**src/rtl/tone_sequencer_if.sv**
```systemverilog
// tone_sequencer_if
//   Bundles the sequencer's control, programming and audio signals.
//   master: the controlling side (switch logic, entry writer, decdiv lookup).
//   slave : the tone_sequencer itself.
//
//   Signals
//     wr_en/wr_addr/wr_note/wr_dur/wr_rest : program one sequence entry
//     start/stop/loop_en                   : playback control
//     count_in                             : half-period from decdiv(note_idx)
//     note_idx/tone/busy/done/step         : sequencer outputs
//
//   Handshake: there is no valid/ready pair. wr_en qualifies the wr_* fields
//   for exactly the cycle it is high; start and stop are sampled every clock
//   edge; done is a one-cycle pulse; busy is a level.
interface tone_sequencer_if #(
  parameter int DEPTH = 8
);
  localparam int AW = $clog2(DEPTH);

  logic          wr_en;
  logic [AW-1:0] wr_addr;
  logic [3:0]    wr_note;
  logic [7:0]    wr_dur;
  logic          wr_rest;
  logic          start;
  logic          stop;
  logic          loop_en;
  logic [16:0]   count_in;
  logic [3:0]    note_idx;
  logic          tone;
  logic          busy;
  logic          done;
  logic [AW-1:0] step;

  modport master (
    output wr_en, wr_addr, wr_note, wr_dur, wr_rest,
    output start, stop, loop_en, count_in,
    input  note_idx, tone, busy, done, step
  );

  modport slave (
    input  wr_en, wr_addr, wr_note, wr_dur, wr_rest,
    input  start, stop, loop_en, count_in,
    output note_idx, tone, busy, done, step
  );
endinterface

```
**src/rtl/tone_sequencer.sv**
```systemverilog
// tone_sequencer
//   Plays a programmable melody of up to DEPTH steps as a square wave.
//   Each entry holds a note index, a duration in ticks (0 = end marker) and a
//   rest flag. Each step is followed by GAP_TICKS silent ticks. Playback is
//   single shot or looped (loop_en).
//
//   Ports
//     clk, rst     : clock, asynchronous active-high reset
//     bus (slave)  : programming, control, decdiv lookup and audio outputs
//     state_dbg_o  : current FSM state (0 IDLE, 1 LOAD, 2 PLAY, 3 GAP)
module tone_sequencer #(
  parameter int DEPTH     = 8,
  parameter int TICK_DIV  = 27000,
  parameter int GAP_TICKS = 20
) (
  input  logic                 clk,
  input  logic                 rst,
  tone_sequencer_if.slave      bus,
  output logic [1:0]           state_dbg_o
);
  localparam int AW = $clog2(DEPTH);
  localparam int PW = (TICK_DIV > 1) ? $clog2(TICK_DIV) : 1;
  localparam int GW = (GAP_TICKS > 0) ? $clog2(GAP_TICKS + 1) : 1;

  typedef enum logic [1:0] {S_IDLE = 2'd0, S_LOAD = 2'd1, S_PLAY = 2'd2, S_GAP = 2'd3} state_t;

  // Sequence memory
  logic [3:0] note_mem_q [DEPTH];
  logic [7:0] dur_mem_q  [DEPTH];
  logic       rest_mem_q [DEPTH];

  state_t        state_q, state_d;
  logic [AW-1:0] ptr_q, ptr_d;
  logic [3:0]    note_q, note_d;
  logic [7:0]    dur_cnt_q, dur_cnt_d;
  logic          rest_q, rest_d;
  logic [16:0]   hp_q, hp_d;
  logic [PW-1:0] pre_q, pre_d;
  logic [GW-1:0] gap_q, gap_d;
  logic          tone_q, tone_d;
  logic          done_q, done_d;
  logic [AW-1:0] step_q, step_d;

  logic          tick;
  logic          advance;
  logic          end_seq;
  logic [16:0]   hp_lim;

  // Writes land at the clock edge in any state; LOAD reads the registered copy.
  always_ff @(posedge clk or posedge rst) begin
    if (rst) begin
      for (int i = 0; i < DEPTH; i++) begin
        note_mem_q[i] <= '0;
        dur_mem_q[i]  <= '0;
        rest_mem_q[i] <= 1'b0;
      end
    end else if (bus.wr_en) begin
      note_mem_q[bus.wr_addr] <= bus.wr_note;
      dur_mem_q[bus.wr_addr]  <= bus.wr_dur;
      rest_mem_q[bus.wr_addr] <= bus.wr_rest;
    end
  end

  // State register
  always_ff @(posedge clk or posedge rst) begin
    if (rst) begin
      state_q   <= S_IDLE;
      ptr_q     <= '0;
      note_q    <= '0;
      dur_cnt_q <= '0;
      rest_q    <= 1'b0;
      hp_q      <= '0;
      pre_q     <= '0;
      gap_q     <= '0;
      tone_q    <= 1'b0;
      done_q    <= 1'b0;
      step_q    <= '0;
    end else begin
      state_q   <= state_d;
      ptr_q     <= ptr_d;
      note_q    <= note_d;
      dur_cnt_q <= dur_cnt_d;
      rest_q    <= rest_d;
      hp_q      <= hp_d;
      pre_q     <= pre_d;
      gap_q     <= gap_d;
      tone_q    <= tone_d;
      done_q    <= done_d;
      step_q    <= step_d;
    end
  end

  // Half-periods below 2 cycles are clamped so the toggle rate stays defined.
  assign hp_lim = (bus.count_in < 17'd2) ? 17'd2 : bus.count_in;
  assign tick   = (pre_q == PW'(TICK_DIV - 1));

  // Next-state logic
  always_comb begin
    state_d   = state_q;
    ptr_d     = ptr_q;
    note_d    = note_q;
    dur_cnt_d = dur_cnt_q;
    rest_d    = rest_q;
    hp_d      = hp_q;
    pre_d     = pre_q;
    gap_d     = gap_q;
    tone_d    = tone_q;
    done_d    = 1'b0;
    step_d    = step_q;
    advance   = 1'b0;
    end_seq   = 1'b0;

    case (state_q)
      S_IDLE: begin
        tone_d = 1'b0;
        if (bus.start && !bus.stop) begin
          ptr_d   = '0;
          state_d = S_LOAD;
        end
      end
      S_LOAD: begin
        note_d    = note_mem_q[ptr_q];
        dur_cnt_d = dur_mem_q[ptr_q];
        rest_d    = rest_mem_q[ptr_q];
        step_d    = ptr_q;
        if (dur_mem_q[ptr_q] == 8'd0) begin
          end_seq = 1'b1;
        end else begin
          state_d = S_PLAY;
          pre_d   = '0;
          hp_d    = '0;
          tone_d  = 1'b0;
        end
      end
      S_PLAY: begin
        if (hp_q == hp_lim - 17'd1) begin
          hp_d   = '0;
          tone_d = rest_q ? 1'b0 : ~tone_q;
        end else begin
          hp_d = hp_q + 17'd1;
        end
        if (tick) begin
          pre_d     = '0;
          dur_cnt_d = dur_cnt_q - 8'd1;
          // Leaving on the tick that empties dur_cnt gives dur*TICK_DIV cycles.
          if (dur_cnt_q == 8'd1) begin
            tone_d = 1'b0;
            if (GAP_TICKS > 0) begin
              state_d = S_GAP;
              gap_d   = GW'(GAP_TICKS);
            end else begin
              advance = 1'b1;
            end
          end
        end else begin
          pre_d = pre_q + PW'(1);
        end
      end
      S_GAP: begin
        tone_d = 1'b0;
        if (tick) begin
          pre_d = '0;
          gap_d = gap_q - GW'(1);
          if (gap_q == GW'(1)) advance = 1'b1;
        end else begin
          pre_d = pre_q + PW'(1);
        end
      end
      default: state_d = S_IDLE;
    endcase

    if (advance) begin
      if (ptr_q == AW'(DEPTH - 1)) begin
        end_seq = 1'b1;
      end else begin
        ptr_d   = ptr_q + AW'(1);
        state_d = S_LOAD;
      end
    end

    if (end_seq) begin
      if (bus.loop_en) begin
        ptr_d   = '0;
        state_d = S_LOAD;
      end else begin
        state_d = S_IDLE;
        done_d  = 1'b1;
      end
    end

    // stop overrides every other transition.
    if (bus.stop && (state_q != S_IDLE)) begin
      state_d = S_IDLE;
      tone_d  = 1'b0;
      done_d  = 1'b0;
    end
  end

  // Outputs
  always_comb begin
    bus.note_idx = note_q;
    bus.tone     = tone_q;
    bus.busy     = (state_q != S_IDLE);
    bus.done     = done_q;
    bus.step     = step_q;
    state_dbg_o  = state_q;
  end
endmodule

```
**src/flat_wrapper.sv**
```systemverilog
// flat-port wrapper written by rule: the top's interface ports become plain ports
module tone_sequencer_flat 
#(
  parameter int DEPTH     = 8,
  parameter int TICK_DIV  = 27000,
  parameter int GAP_TICKS = 20
)
  (clk, rst, state_dbg_o, bus_wr_en, bus_wr_addr, bus_wr_note, bus_wr_dur, bus_wr_rest, bus_start, bus_stop, bus_loop_en, bus_count_in, bus_note_idx, bus_tone, bus_busy, bus_done, bus_step);
  tone_sequencer_if #(.DEPTH(DEPTH)) bus_i ();
  input  logic clk;
  input  logic rst;
  output logic [1:0] state_dbg_o;
  input wire logic [$bits(bus_i.wr_en)-1:0] bus_wr_en;
  input wire logic [$bits(bus_i.wr_addr)-1:0] bus_wr_addr;
  input wire logic [$bits(bus_i.wr_note)-1:0] bus_wr_note;
  input wire logic [$bits(bus_i.wr_dur)-1:0] bus_wr_dur;
  input wire logic [$bits(bus_i.wr_rest)-1:0] bus_wr_rest;
  input wire logic [$bits(bus_i.start)-1:0] bus_start;
  input wire logic [$bits(bus_i.stop)-1:0] bus_stop;
  input wire logic [$bits(bus_i.loop_en)-1:0] bus_loop_en;
  input wire logic [$bits(bus_i.count_in)-1:0] bus_count_in;
  output wire logic [$bits(bus_i.note_idx)-1:0] bus_note_idx;
  output wire logic [$bits(bus_i.tone)-1:0] bus_tone;
  output wire logic [$bits(bus_i.busy)-1:0] bus_busy;
  output wire logic [$bits(bus_i.done)-1:0] bus_done;
  output wire logic [$bits(bus_i.step)-1:0] bus_step;
  assign bus_i.wr_en = bus_wr_en;
  assign bus_i.wr_addr = bus_wr_addr;
  assign bus_i.wr_note = bus_wr_note;
  assign bus_i.wr_dur = bus_wr_dur;
  assign bus_i.wr_rest = bus_wr_rest;
  assign bus_i.start = bus_start;
  assign bus_i.stop = bus_stop;
  assign bus_i.loop_en = bus_loop_en;
  assign bus_i.count_in = bus_count_in;
  assign bus_note_idx = bus_i.note_idx;
  assign bus_tone = bus_i.tone;
  assign bus_busy = bus_i.busy;
  assign bus_done = bus_i.done;
  assign bus_step = bus_i.step;
  tone_sequencer #(.DEPTH(DEPTH), .TICK_DIV(TICK_DIV), .GAP_TICKS(GAP_TICKS)) u_core (.clk(clk), .rst(rst), .bus(bus_i), .state_dbg_o(state_dbg_o));
endmodule
```
**config.mk**
```make
export PLATFORM = sky130hd
export DESIGN_NAME = tone_sequencer_flat
export DESIGN_NICKNAME = d
export VERILOG_FILES = /design/src/rtl/tone_sequencer_if.sv /design/src/rtl/tone_sequencer.sv /design/src/flat_wrapper.sv
export SDC_FILE = /design/constraint.sdc
export NUM_CORES = 1
export LEC_CHECK = 0
export CORE_MARGIN = 1.5
export CORE_UTILIZATION = 55
export DETAILED_ROUTE_END_ITERATION = 6
export PLACE_DENSITY = 0.87
export SETUP_SLACK_MARGIN = 0.3
export SLEW_MARGIN = 40
export SYNTH_ARGS = -nofsm -noshare
export SYNTH_HDL_FRONTEND = slang
export SYNTH_SLANG_ARGS = --single-unit
```
**constraint.sdc**
```tcl
create_clock -name clk -period 11 [get_ports clk]
set_input_delay 1.1 -clock clk [delete_from_list [all_inputs] [get_ports clk]]
set_output_delay 1.1 -clock clk [all_outputs]
set_load 0.02 [all_outputs]
```
**Word level (Yosys, flattened, before mapping)**

Cells that the tools add are included.

- Input port bits: 39
- Register bits: 164
- Word-level logic and storage cells: 141
- Output and inout port bits: 12

- Eq/ne operators: 13
- Add/subtract/negate cells: 6
- Magnitude comparators: 4
- Bitwise logic cells: 3
- Muxes and demuxes: 64
- Reductions and logical operators: 16

Operator list:

| kind | count |
|---|---|
| 64-bit bitwise mux | 1 |
| 17-bit two-way mux | 3 |
| 17-bit one-hot mux with 2 select lines | 1 |
| 32-bit bitwise mux | 1 |
| 8-bit two-way mux | 4 |
| 15-bit two-way mux | 2 |
| 15-bit one-hot mux with 2 select lines | 1 |
| 8-bit binary-select mux with 3-bit select | 1 |
| 8-bit demux with 3-bit select | 1 |
| 1-bit two-way mux | 20 |
| 3-bit two-way mux | 6 |
| 17-bit by 1-bit adder with 17-bit output (second input constant) | 1 |
| 17-bit == test | 1 |
| 17-bit by 2-bit less-than comparator with 1-bit output (second input constant) | 1 |
| 17-bit by 1-bit subtractor with 17-bit output (second input constant) | 1 |
| 2-bit two-way mux | 8 |
| 8-bit one-hot mux with 2 select lines | 1 |
| 15-bit by 1-bit adder with 15-bit output (second input constant) | 1 |
| 15-bit == test (second input constant) | 1 |
| 5-bit two-way mux | 3 |
| 4-bit binary-select mux with 3-bit select | 1 |
| 4-bit demux with 3-bit select | 1 |
| 4-bit two-way mux | 3 |
| 5-bit one-hot mux with 2 select lines | 1 |
| 28 further kinds | 41 |

**Depth between registers and ports, before layout**

- Word-level depth: 11
- Mapped depth: 14
- Mapped depth without buffers: 12

**Least setup slack after synthesis**

Ideal clock, no wire load.

- Path type: input -> register
- From: in bus_count_in[5]
- To: reg u_core.hp_q[4]
- Setup slack: 6.937 ns
- Path buffers: 1
- Arrival time: 3.939 ns
- Stages on the path: 13
- Path through: buf_2 > nor4_4 > nand4_1 > nand2_1 > ha_1 > nor2b_1 > nand4_1 > mux2i_1 > or3b_1 > a211o_1 > o31ai_4 > nor3_1 > a211o_1

- Word-level cells in the longest chain between the ends: 6

RTL lines:

| element | RTL line | RTL |
|---|---|---|
| from (decl) | flat_wrapper.sv:21 | `input wire logic [$bits(bus_i.count_in)-1:0] bus_count_in;` |
| 17-bit by 2-bit less-than comparator with 1-bit output | tone_sequencer.sv:94 | `assign hp_lim = (bus.count_in < 17'd2) ? 17'd2 : bus.count_in;` |
| 17-bit two-way mux * | tone_sequencer.sv:94 |  |
| 17-bit by 1-bit subtractor with 17-bit output * | tone_sequencer.sv:136 | `if (hp_q == hp_lim - 17'd1) begin` |
| 17-bit == test * | tone_sequencer.sv:136 |  |
| 17-bit two-way mux * | tone_sequencer.sv:136 |  |
| 17-bit one-hot mux with 2 select lines * | tone_sequencer.sv:113 | `case (state_q)` |
| to (signal assigned) | tone_sequencer.sv:84 | `hp_q <= hp_d;` |
| to (decl) | tone_sequencer.sv:37 | `logic [16:0] hp_q, hp_d;` |

Mark *: on every way between the ends. The rest lies on a longest branch, timed or not.
A chain may end at the register's enable or synchronous reset.

**Final worst setup path**

- From: in bus_count_in[3]
- To: reg u_core.hp_q[4]

Same word-level chain as after synthesis.

==> metrics.md <==
| Metric | Value |
|---|---|
| Portion of netlist area occupied by mux cells | 22.77% |
| Number of warnings issued by yosys | 0 |
| Share of layout cells above drive strength 1 | 25.57% |
| Logic pwr share | between 20 and 25% |
| H-tree lvl count | 4 |
| Worst min-delay path endpoint | u_core.bus.note_idx[0] |
| Net count of the finished layout | 825 |
| TritonCTS clock tree | built |
| Post-route worst hold slack | just under 500 ps |
| Count of flip-flops with a built-in enable after synthesis | 0 |
| Clock skew | 8.786 ps |
| R2r endpoint | u_core.pre_q[8] |
| Top-area cell type share of the netlist area | a little under half |
| DRC violations left | 0 |
| Hold Crit Class | flop to flop |
| Global router's overall resource usage | 24.72% |
| Adder-cell share of the synthesized area | 1.313% |
| Routed wire per std cell | 19.20 µm |
| Minimum clock period after layout | 4620 ps |
| Unrepaired setup endpoints after global routing | false |
| Remaining antenna violation count after routing | 0 |
| Global-route wire length before repair | 31.57 mm |
| Layout area overhead | 15.48% |
| Worst Path Class, Setup | input port to flop |
| Vias in the first global route | 6,192 |
| Max Transition Viols Final | 0 |
| Number of primary I/O pins | a little over 50 |
| Sw Ratio | 30.84% |
| Count of hold-fix buffers inserted at cts | 0 |
| Die X | roughly 130 µm |
| Register-to-Register Path Depth | 7 |
| Register-to-Register Setup Slack | between 7000 and 8000 ps |
| Post-synthesis instance area | 0.008573 mm² |
| Site row count | 45 |
| Required time of the critical path | 11,310 ps |
| Total count of hold-check failures in the final report | 0 |
| Count of maximum capacitance violations | 0 |
| Total internal power | between 1 and 1.5 mW |
| Synth Area in Simple Gates | 15.32% |
| Average footprint of a synthesized cell | 11.79 µm² |
| Async set or reset register ratio after synthesis | 100.0% |
| Post-layout total power | 1.854 mW |
| Die Y-Extent | 127.9 µm |
| Worst slew margin relative to its limit | 53.89% |
| Clock sink count | 164 |
| Total Wirelength | ~19 mm |
| PortBufs | 50 |
| Gate count of the mapped netlist | between 700 and 800 |
| Largest area contributor in the synthesized netlist | dfrtp_1 |
| Insertion delay of the later-clocked pin in the worst-skew pair | around 430 ps |
| Share of the clock period used by the worst path | 42.00% |
| Post-CTS sizing | 0 |
| Detailed-route vias per instance | 6.194 |
| Buffers inserted by post-CTS timing repair | 0 |
| Prevailing post-synth register cell | dfrtp_1 |
| Initial core utilization | between 50% and 60% |
| Residual overflow from global routing | 0 |
| Pre-Repair DR Iteration Count | 5 |
| Post-layout instance area | 0.009901 mm² |
| Area enclosed by the die boundary | around 0.016 mm² |
| Highest achievable clock rate | 216.4 MHz |
| Endpoint type of the worst setup path | flop |
| XOR/XNOR Fraction of Synth Area | 3.576% |
| Clock Tree Root | clkbuf_16 |
| Flop pwr share | between 40 and 50% |
| Antenna Cells | 0 |
| Post-place instance area | 0.009310 mm² |
| Actual transition at the worst max-transition pin | a little under 700 ps |
| Clk slew on worst S/H paths | 60 ps |
| Number of synthesized register bits | 164 |
| Count of cell types in the netlist | 64 |
| Initial antenna violation count | 0 |
| Std-Cell Core Area | about 0.015 mm² |
| Largest net degree at the start of global routing | 94 |
| Accumulated negative setup slack | 0 ps |
| HPWL after DPL | between 10 and 15 mm |
| Clock share of power | 31.6% |
| Synth area leaders | dfrtp_1, mux2_2, mux4_2 |
| Switching power | 571.7 µW |
| Arrival time of data at the critical path endpoint | 4930 ps |
| Final Core Density | 65.13% |
| Largest family of logic cells by synthesized area | multiplexers |
| Part of the Yosys area used for sequential elements | 47.87% |
| Net count of the mapped netlist | ~780 |
| Max Fanout on Critical Path | 8 |
| Complex-gate fraction of the synthesized area | 7.151% |
| Peak supply drop | 139.5 µV |
| Pleak | 4.087 nW |
| Setup violators final | 0 |
| Largest buffer count on any clock path | 2 |
| Outcome | finished, final reports clean |
| Cell depth of the worst min-delay path | 2 |
| Number of buffers inserted during clock tree synthesis | 17 |
| Startpoint of the worst-slack reg-to-reg timing path | u_core.ptr_q[0] |
| Startpoint of the tightest hold check path | u_core.bus.note_idx[0] |
| Kind of launch point of the worst setup path | input port |
| Last weighted congestion value of the routability-driven placer | ~0.9 |
| Starting DRT DRC Count | 451 |
| Power density cells | 187.2 mW/mm² |
| Detailed-route via count | 6,058 |
==> power by group through the flow <==
stage / clock network, mW / logic (mW) / registers, mW
final: 0.587 / 0.452 / 0.815
after global routing: 0.624 / 0.498 / 0.832
after CTS: 0.596 / 0.449 / 0.813
after detailed placement: 0 / 0.443 / 0.821
after global placement: 0 / 0.425 / 0.813
after floorplan: 0 / 0.328 / 0.800
==> cells in the mapped netlist (3+ instances only) <==
master / count
a211o_1: 4
a21o_1: 4
a21oi_1: 12
a22o_1: 5
a31oi_1: 3
and2_1: 7
and3_1: 11
buf_1: 6
buf_2: 7
clkbuf_1: 16
dfrtp_1: 164
ha_1: 9
inv_1: 7
mux2_2: 108
mux2i_1: 15
mux4_2: 26
nand2_1: 59
nand2b_1: 8
nand3_1: 15
nand4_1: 16
nand4b_1: 6
nor2_1: 42
nor2b_1: 8
nor3_1: 20
nor3b_1: 8
nor4_1: 11
nor4b_1: 3
o211a_1: 4
o21ai_0: 27
o21ai_1: 12
o22ai_1: 3
or2_2: 4
or3_1: 3
xnor2_1: 15
xor2_1: 20
==> stage by stage <==
stage	cells	setup WS, ps
2_1_floorplan	727	5467
3_5_place_dp	946	5822
3_3_place_gp	941	5963
6_report	978	6380
4_1_cts	978	6248
5_1_grt	978	6164
==> critical path: stages <==
cell	delay (ps)
clkdlybuf4s50_1	580
nor4_1	450
nand4_1	270
nand2_1	140
ha_1	220
nor2b_1	310
nand4_1	260
mux2i_1	170
or3b_1	400
a211o_1	300
o31ai_4	340
nor3_1	110
a211o_1	280
==> routing by layer <==
metal | wire, µm | up-vias | global-route usage [%]
met5 | 0 | - | 0
met4 | 316 | 0 | 9.121
met3 | 669 | 36 | 5.384
met2 | 9264 | 143 | 38.90
met1 | 8522 | 3090 | 34.04
li1 | - | 2789 | -
==> cell families after synthesis <==
family | after synthesis
flops | 164
compound gates | 91
mux | 149
simple gates | 240
xor+xnor | 35
fa+ha+maj | 9
buf+inv | 39
==> registers in the layout (all words and copies together) (netlist names), 4 cells and up <==
name and flops:
u_core.bus.note_idx 4, u_core.dur_cnt_q 8, u_core.dur_mem_q 64, u_core.gap_q 5, u_core.hp_q 17, u_core.note_mem_q 32
u_core.pre_q 15, u_core.rest_mem_q 8
==> area by class of cell <==
cell class	instances	area (µm²)
Clock buffer	19	432.9
Clock inverter	13	148.9
Fill cell	1103	5301
Inverter	7	33.78
Multi-Input combinational cell	524	4329
Sequential cell	164	4108
Tap cell	188	235.2
Timing Repair Buffer	63	613.1
==> worst max-delay path by stage <==
| stage | start | to | slack [ps] |
|---|---|---|---|
| 2_1_floorplan | rst | u_core.bus.done | 5470 |
| 3_3_place_gp | bus_count_in[3] | u_core.hp_q[9] | 5960 |
| 3_5_place_dp | bus_count_in[5] | u_core.hp_q[10] | 5820 |
| 4_1_cts | bus_count_in[7] | u_core.hp_q[10] | 6250 |
| 5_1_grt | bus_count_in[12] | u_core.hp_q[13] | 6160 |
| 6_report | bus_count_in[3] | u_core.hp_q[4] | 6380 |
==> placed cells by master (no fill, tap or decap), types with 12 or more instances in the layout <==
cell,instances
clkbuf_16,17
nor3_1,17
nor2_1,42
nand4_1,16
mux2i_1,15
dfrtp_1,163
mux4_2,26
o21ai_0,27
a21oi_1,12
xnor2_1,15
xor2_1,20
nand3_1,15
clkdlybuf4s50_1,50
mux2_2,108
nand2_1,59
Note: power is estimated with default switching activity, not from simulation.
